$ cat config.mk
export PLATFORM = sky130hd
export DESIGN_NAME = if_stage_flat
export DESIGN_NICKNAME = d
export VERILOG_FILES = /design/src/rtl/if_stage_if.sv /design/src/rtl/if_stage.sv /design/src/flat_wrapper.sv
export SDC_FILE = /design/constraint.sdc
export NUM_CORES = 1
export LEC_CHECK = 0
export CAP_MARGIN = 20
export CORE_MARGIN = 3
export CORE_UTILIZATION = 44
export CTS_BUF_LIST = sky130_fd_sc_hd__clkbuf_8
export DETAILED_ROUTE_END_ITERATION = 7
export HOLD_SLACK_MARGIN = 0.1
export PLACE_DENSITY_LB_ADDON = 0.2
export SYNTH_ARGS = -nofsm -noshare
export SYNTH_HDL_FRONTEND = slang
export SYNTH_SLANG_ARGS = --single-unit
$ cat constraint.sdc
create_clock -name clk -period 2.54 [get_ports clk]
set_input_delay 0.254 -clock clk [delete_from_list [all_inputs] [get_ports clk]]
set_output_delay 0.254 -clock clk [all_outputs]
set_load 0.02 [all_outputs]
$ cat src/rtl/if_stage_if.sv
// Bundle of stall/redirect controls, instruction-ROM port and IF/ID outputs for if_stage.
// master = fetch stage; slave = surrounding pipeline/ROM.
interface if_stage_if;
    localparam int unsigned XLEN = 32;

    logic            stall;
    logic            flush;
    logic [XLEN-1:0] new_pc;
    logic            branch_flag_i;
    logic [XLEN-1:0] branch_target_i;
    logic            rom_ce_o;
    logic [XLEN-1:0] rom_addr_o;
    logic [XLEN-1:0] rom_inst_i;
    logic [XLEN-1:0] id_pc_o;
    logic [XLEN-1:0] id_inst_o;
    logic            id_valid_o;

    modport master (
        input  stall, flush, new_pc, branch_flag_i, branch_target_i, rom_inst_i,
        output rom_ce_o, rom_addr_o, id_pc_o, id_inst_o, id_valid_o
    );

    modport slave (
        output stall, flush, new_pc, branch_flag_i, branch_target_i, rom_inst_i,
        input  rom_ce_o, rom_addr_o, id_pc_o, id_inst_o, id_valid_o
    );
endinterface

$ cat src/rtl/if_stage.sv
// Instruction-fetch stage: PC register, ROM drive and IF/ID pipeline register.
// Optional macro IF_DELAY_SLOT_EN: keep the instruction fetched alongside a taken branch (delay slot).
module if_stage #(
    parameter logic [31:0] RESET_PC = 32'h0000_0000,
    parameter logic [31:0] NOP_INST = 32'h0000_0000
) (
    input  logic       clk,
    input  logic       rst,
    if_stage_if.master bus
);
    localparam int unsigned XLEN = 32;
    localparam logic [XLEN-1:0] PC_STEP    = XLEN'(4);
    localparam logic [XLEN-1:0] ALIGN_MASK = ~XLEN'(3);

    typedef enum logic {
        IDLE,
        FETCH
    } state_e;

    typedef struct packed {
        logic [XLEN-1:0] pc;
        logic [XLEN-1:0] inst;
        logic            valid;
    } id_reg_t;

    localparam id_reg_t ID_RESET = '{pc: '0, inst: '0, valid: 1'b0};

    state_e          state_q, state_d;
    logic            ce_q, ce_d;
    logic [XLEN-1:0] pc_q, pc_d;
    id_reg_t         id_q, id_d;
    id_reg_t         fetched;

    assign fetched = '{pc: pc_q, inst: bus.rom_inst_i, valid: 1'b1};

    // Next-state: flush > stall > branch > sequential fetch.
    always_comb begin
        state_d = state_q;
        ce_d    = ce_q;
        pc_d    = pc_q;
        id_d    = id_q;
        case (state_q)
            IDLE: begin
                state_d = FETCH;
                ce_d    = 1'b1;
            end
            FETCH: begin
                ce_d = 1'b1;
                if (bus.flush) begin
                    pc_d = bus.new_pc & ALIGN_MASK;
                    id_d = '{pc: '0, inst: NOP_INST, valid: 1'b0};
                end else if (bus.stall) begin
                    pc_d = pc_q;
                    id_d = id_q;
                end else if (bus.branch_flag_i) begin
                    pc_d = bus.branch_target_i & ALIGN_MASK;
`ifdef IF_DELAY_SLOT_EN
                    id_d = fetched;
`else
                    id_d = '{pc: pc_q, inst: NOP_INST, valid: 1'b0};
`endif
                end else begin
                    pc_d = pc_q + PC_STEP;
                    id_d = fetched;
                end
            end
        endcase
    end

    always_ff @(posedge clk or negedge rst) begin
        if (!rst) begin
            state_q <= IDLE;
            ce_q    <= 1'b0;
            pc_q    <= RESET_PC;
            id_q    <= ID_RESET;
        end else begin
            state_q <= state_d;
            ce_q    <= ce_d;
            pc_q    <= pc_d;
            id_q    <= id_d;
        end
    end

    assign bus.rom_ce_o   = ce_q;
    assign bus.rom_addr_o = pc_q;
    assign bus.id_pc_o    = id_q.pc;
    assign bus.id_inst_o  = id_q.inst;
    assign bus.id_valid_o = id_q.valid;
endmodule

$ cat src/flat_wrapper.sv
// flat-port wrapper written by rule: the top's interface ports become plain ports
module if_stage_flat 
#(
    parameter logic [31:0] RESET_PC = 32'h0000_0000,
    parameter logic [31:0] NOP_INST = 32'h0000_0000
)
  (clk, rst, bus_stall, bus_flush, bus_new_pc, bus_branch_flag_i, bus_branch_target_i, bus_rom_inst_i, bus_rom_ce_o, bus_rom_addr_o, bus_id_pc_o, bus_id_inst_o, bus_id_valid_o);
  if_stage_if bus_i ();
  input  logic clk;
  input  logic rst;
  input wire logic [$bits(bus_i.stall)-1:0] bus_stall;
  input wire logic [$bits(bus_i.flush)-1:0] bus_flush;
  input wire logic [$bits(bus_i.new_pc)-1:0] bus_new_pc;
  input wire logic [$bits(bus_i.branch_flag_i)-1:0] bus_branch_flag_i;
  input wire logic [$bits(bus_i.branch_target_i)-1:0] bus_branch_target_i;
  input wire logic [$bits(bus_i.rom_inst_i)-1:0] bus_rom_inst_i;
  output wire logic [$bits(bus_i.rom_ce_o)-1:0] bus_rom_ce_o;
  output wire logic [$bits(bus_i.rom_addr_o)-1:0] bus_rom_addr_o;
  output wire logic [$bits(bus_i.id_pc_o)-1:0] bus_id_pc_o;
  output wire logic [$bits(bus_i.id_inst_o)-1:0] bus_id_inst_o;
  output wire logic [$bits(bus_i.id_valid_o)-1:0] bus_id_valid_o;
  assign bus_i.stall = bus_stall;
  assign bus_i.flush = bus_flush;
  assign bus_i.new_pc = bus_new_pc;
  assign bus_i.branch_flag_i = bus_branch_flag_i;
  assign bus_i.branch_target_i = bus_branch_target_i;
  assign bus_i.rom_inst_i = bus_rom_inst_i;
  assign bus_rom_ce_o = bus_i.rom_ce_o;
  assign bus_rom_addr_o = bus_i.rom_addr_o;
  assign bus_id_pc_o = bus_i.id_pc_o;
  assign bus_id_inst_o = bus_i.id_inst_o;
  assign bus_id_valid_o = bus_i.id_valid_o;
  if_stage #(.RESET_PC(RESET_PC), .NOP_INST(NOP_INST)) u_core (.clk(clk), .rst(rst), .bus(bus_i));
endmodule
[After elaboration in Yosys (flattened, before gate mapping)]
Cells that the tools add are included.
Word-level totals
  register bits after elaboration: 98
  output and inout bits: 98
  input bits: 101
  word-level logic and storage cells: 14
Operators by class
  reductions and logical operators: 1
  multiplexer cells: 6
  equality and inequality tests: 1
  add/sub/neg operators: 1
Operators by type and width (number)
  two-way mux 65 bit: 2
  two-way mux 32 bit: 3
  two-way mux 33 bit: 1
  adder 32 x 3 -> 32 bit (second input constant): 1
  inequality test 2 x 1 -> 1 bit (second input constant): 1
  AND reduction 2 bit: 1

[Longest topological paths before layout]
  word-level depth: 4
  depth in mapped cells: 8
  gate-level depth less buffers: 6

[Worst setup path before layout]
Ideal clock, no wire load.
  path kind: register to register
  from: register u_core.pc_q[9], in the netlist u_core.bus.rom_addr_o[9]
  to: register u_core.pc_q[23], in the netlist u_core.bus.rom_addr_o[23]
  stages on the path, launching flop included: 7
  path buffers: 1
  arrival time: 1926 ps
  period minus slack after synthesis: 2064 ps
  slack: 476 ps
  cell sequence: dfrtp_1 -> clkbuf_2 -> nand4_4 -> nor4_4 -> or4b_1 -> xor2_1 -> o22ai_1
Between the ends
  cells in the longest elaborated chain, start to end: 4
Ends and longest elaborated chain
  start: declaration: RTL line if_stage.sv:30  | logic [XLEN-1:0] pc_q, pc_d;
  start signal: assignment: RTL line if_stage.sv:79  | pc_q <= pc_d;
  adder 32 x 3 -> 32 bit: RTL line if_stage.sv:63  | pc_d = pc_q + PC_STEP;
  two-way mux 32 bit: RTL line if_stage.sv:55  | end else if (bus.branch_flag_i) begin
  two-way mux 32 bit: RTL line if_stage.sv:52  | end else if (bus.stall) begin
  two-way mux 32 bit: RTL line if_stage.sv:49  | if (bus.flush) begin
Every way passes these cells. The select of a mux whose other input is x is not followed.
A chain may end at the register's enable or synchronous reset.

[Worst setup path in the final report]
  from: register u_core.pc_q[4], in the netlist u_core.bus.rom_addr_o[4]
  to: register u_core.pc_q[29], in the netlist u_core.bus.rom_addr_o[29]
Same word-level chain as after synthesis.

==> results.md <==
* Share of synthesized flip-flops with an asynchronous set or reset at 1.000
* Crit path largest cell delay at 0.50 ns
* Number of distinct library cells after synthesis at 55
* Fraction of layout instances using a drive strength above 1 at 0.07270
* Delay-heaviest family, CP: simple AND/OR/NAND/NOR gates
* Clock power share at 0.257
* Fraction of synthesized cell area taken by the top area cell type at 0.5153
* Clock skew at 0.01184 ns
* DRC errors left at 0
* Total wire length at 14890 um
* First-pass GRT wire length at 23920 um
* Maximum buffer depth of the clock tree at 2
* Number of detailed-route iterations in the first pass at 4
* RSZ-0062 raised after global routing: no
* Maximum vdd drop at 0.0003330 V
* Cell type of the slowest stage on the worst timing path: dfrtp_1
* Ys flop type: dfrtp_1
* Fin area at 6942 um^2
* Via count of the first global-routing pass at 4560
* Wirelength per Cell at 18.45 um
* Area taken by flip-flops and latches at 2377 um^2
* Relative slew slack at 0.5782
* Filler cell count in the final layout at 831
* Net switching power of the design at 1.357 mW
* Final number of max-transition violations at 0
* Max Clock Freq at 471.0 MHz
* Initial core utilization at 0.4613
* Reg-to-reg critical path startpoint: u_core.bus.rom_addr_o[4]
* Hold Buf Count CTS at 1
* Worst Path Arrival at 2.38 ns
* Final Hold Fails at 0
* Min Tclk post-route at 2.123 ns
* Critical Setup Path Class: flop to flop
* Endpoint kind of the worst setup timing path: flop
* Crit share post-route at 0.8358
* Number of antenna violations at the first check in global routing at 1
* Status: complete, no violations
* Synthesized cell area at 4613 um^2
* Row count at 36
* Buf/Inv on CP at 1
* Die Area at 11750 um^2
* Final count of negative-setup-slack endpoints at 0
* Total gr overflow at 0
* Path category of the worst min-delay check: input port to flop
* Most common library cell in the layout ignoring fill and taps: clkdlybuf4s50_1
* Post-CTS clock slew at the launch and capture registers of the worst setup and hold paths at 0.09 ns
* TritonCTS Buffers at 9
* Required time reported for the critical path endpoint at 2.80 ns
* Global-route usage over all layers at 0.2600
* Worst-Margin Slew at 0.6326 ns
* Clk root buf: clkbuf_8
* EDFF count, synth at 0
* TritonCTS Sinks at 95
* Total via count in the routed design at 4535
* Number of cells produced by synthesis at 482
* Final antenna-violating net count at 0
* Pin count of the biggest net entering global routing at 53
* Cell type with the highest aggregate area in the netlist: dfrtp_1
* Cell leakage power at 2.923 nW
* Y dimension of the die at 108.4 um
* Part of the power in combinational logic at 0.298
* Area of the multi-input gates at 2037 um^2
* Count of nets after finishing at 771
* Accumulated negative setup slack at 0 ns
* Ordered list of cells on the worst path: nand4_1 > nor4_4 > buf_4 > and2_2 > a41oi_1 > a311oi_1
* Slack of the worst reg-to-reg path at 0.42 ns
* Start point of the worst min-delay path: bus_flush
* Die extent in x at 108.4 um
* Buffers on Ports at 192
* Iter 0 DRT Violations at 326
* H-tree levels at 3
* HPWL after detailed placement at 10990 um
* Top library cells by usage in the layout, fill and taps aside: clkdlybuf4s50_1 (190), dfrtp_1 (95), nand2_1 (73), o21ai_0 (37), a22o_1 (33)
* Portion of the post-synthesis area used by sequential elements at 0.5153
* Area Growth Syn to Fin at 50.47%
* Via-per-instance ratio at 5.620
* Yosys Warn Count at 0
* Count of maximum capacitance violations at 0
* Cells resized by post-CTS repair at 0
* Synth area leaders: dfrtp_1 (52%), a22o_1 (6.3%), nand2_1 (6.0%), o21ai_0 (4.0%), nor2_1 (2.6%)
* Portion of total power attributed to sequential cells at 0.446
* Antenna Diode Count at 0
* Switch share at 0.3228
* Type of origin of the critical path: flop
* Crit path from: u_core.bus.rom_addr_o[4]
* Latest clock arrival within the worst-skew pair at 0.36 ns
* Top-level I/O count at 199
* Placeable core area at 10000 um^2
* Placer's final routability congestion estimate at 0.9354
* Clock tree from TritonCTS: done
* Maximum fanout along the worst path at 7
* Number of buffers added for setup after CTS at 0
* Flops & latches, synth at 95
* Synth Area per Inst at 9.571 um^2
* PwrDens at 605.7 nW/um^2
* Post-DP Area at 6718 um^2
* Int Power at 2.847 mW
-- worst reg2reg max path: cells and delay by family (launching register included) --
kind | cells | cell delay, ns
buffers and inverters | 1 | 0.22
AND/OR/NAND/NOR | 3 | 0.86
AO/OA/AOI/OAI | 2 | 0.44
flip-flops | 1 | 0.50
-- cell families (layout without fill, tap and decap cells) --
| family | Yosys count | count (layout) | share of synthesized area |
|---|---|---|---|
| AO/OA/AOI/OAI | 160 | 160 | 0.2419 |
| XOR/XNOR | 14 | 14 | 0.02658 |
| adder cells (fa/ha/maj) | 1 | 1 | 0.002712 |
| buffers and inverters | 52 | 243 | 0.04610 |
| flip-flops | 95 | 95 | 0.5153 |
| multiplexers | 4 | 4 | 0.008679 |
| other | 2 | 3 | 0.001628 |
| AND/OR/NAND/NOR | 154 | 154 | 0.1570 |
-- power by group through the flow --
stage | Clock (mW) | Sequential, mW | Combinational, mW
after CTS | 1.09 | 1.87 | 1.26
final | 1.08 | 1.87 | 1.25
after floorplan | 0 | 2.07 | 0.382
after global placement | 0 | 1.89 | 1.22
after detailed placement | 0 | 1.90 | 1.25
after global routing | 1.16 | 1.90 | 1.35
-- final cells by class --
| cell class | instances | share of cell area |
|---|---|---|
| clock buffer | 9 | 0.01784 |
| clock inverter | 7 | 0.01298 |
| inverter | 12 | 0.006489 |
| multi-input combinational | 336 | 0.2934 |
| sequential | 95 | 0.3425 |
| tap | 133 | 0.02397 |
| timing repair buffer | 215 | 0.3028 |
-- layer usage --
layer	wire, um	part of all wire	vias up	track usage
met5	9	0.00060	-	0
met4	309	0.021	2	0.09107
met3	1057	0.071	29	0.04776
met2	7423	0.50	200	0.4267
met1	6088	0.41	2189	0.3470
li1	-	-	2115	-
-- metrics by stage --
stage	worst slack [ns]	hold WS, ns	std cells	power (mW)	util
floorplan	0.4760	-0.04159	483	2.453	-
global placement	0.3509	0.2973	790	3.110	0.6718
detailed placement	0.3456	0.3021	790	3.151	0.6718
CTS	0.4362	0.3480	807	4.222	0.6942
global route	0.2823	0.3901	807	4.410	0.6942
finish	0.4171	0.3645	807	4.204	0.6942
-- registers in the layout, summed over array words and instances (netlist names) --
name	cells
u_core.bus.id_valid_o	1
u_core.bus.rom_addr_o	30
u_core.bus.rom_ce_o	1
u_core.bus.id_inst_o	32
u_core.bus.id_pc_o	31
-- final timing paths --
kind | to | cells past startpoint
hold reg to reg | u_core.bus.id_pc_o[15] | 2
hold / removal | u_core.bus.id_pc_o[2] | 2
setup / recovery | u_core.bus.rom_addr_o[29] | 6
setup reg to reg | u_core.bus.rom_addr_o[29] | 6
max in group asynchronous | u_core.bus.id_inst_o[22] | 3
min in group asynchronous | u_core.bus.id_pc_o[24] | 2
-- cells in the mapped netlist (5+ instances only) --
| cell | n |
|---|---|
| a21oi_1 | 21 |
| buf_1 | 6 |
| nor2_1 | 32 |
| o21ai_0 | 37 |
| xnor2_1 | 5 |
| xor2_1 | 9 |
| nand3_1 | 14 |
| a221oi_1 | 5 |
| o22ai_1 | 12 |
| a22o_1 | 33 |
| o31ai_1 | 13 |
| nand4_1 | 7 |
| clkbuf_1 | 26 |
| nand2_1 | 74 |
| a22oi_1 | 9 |
| dfrtp_1 | 95 |
| inv_1 | 12 |
No activity file was read; power rests on OpenSTA's default activity.
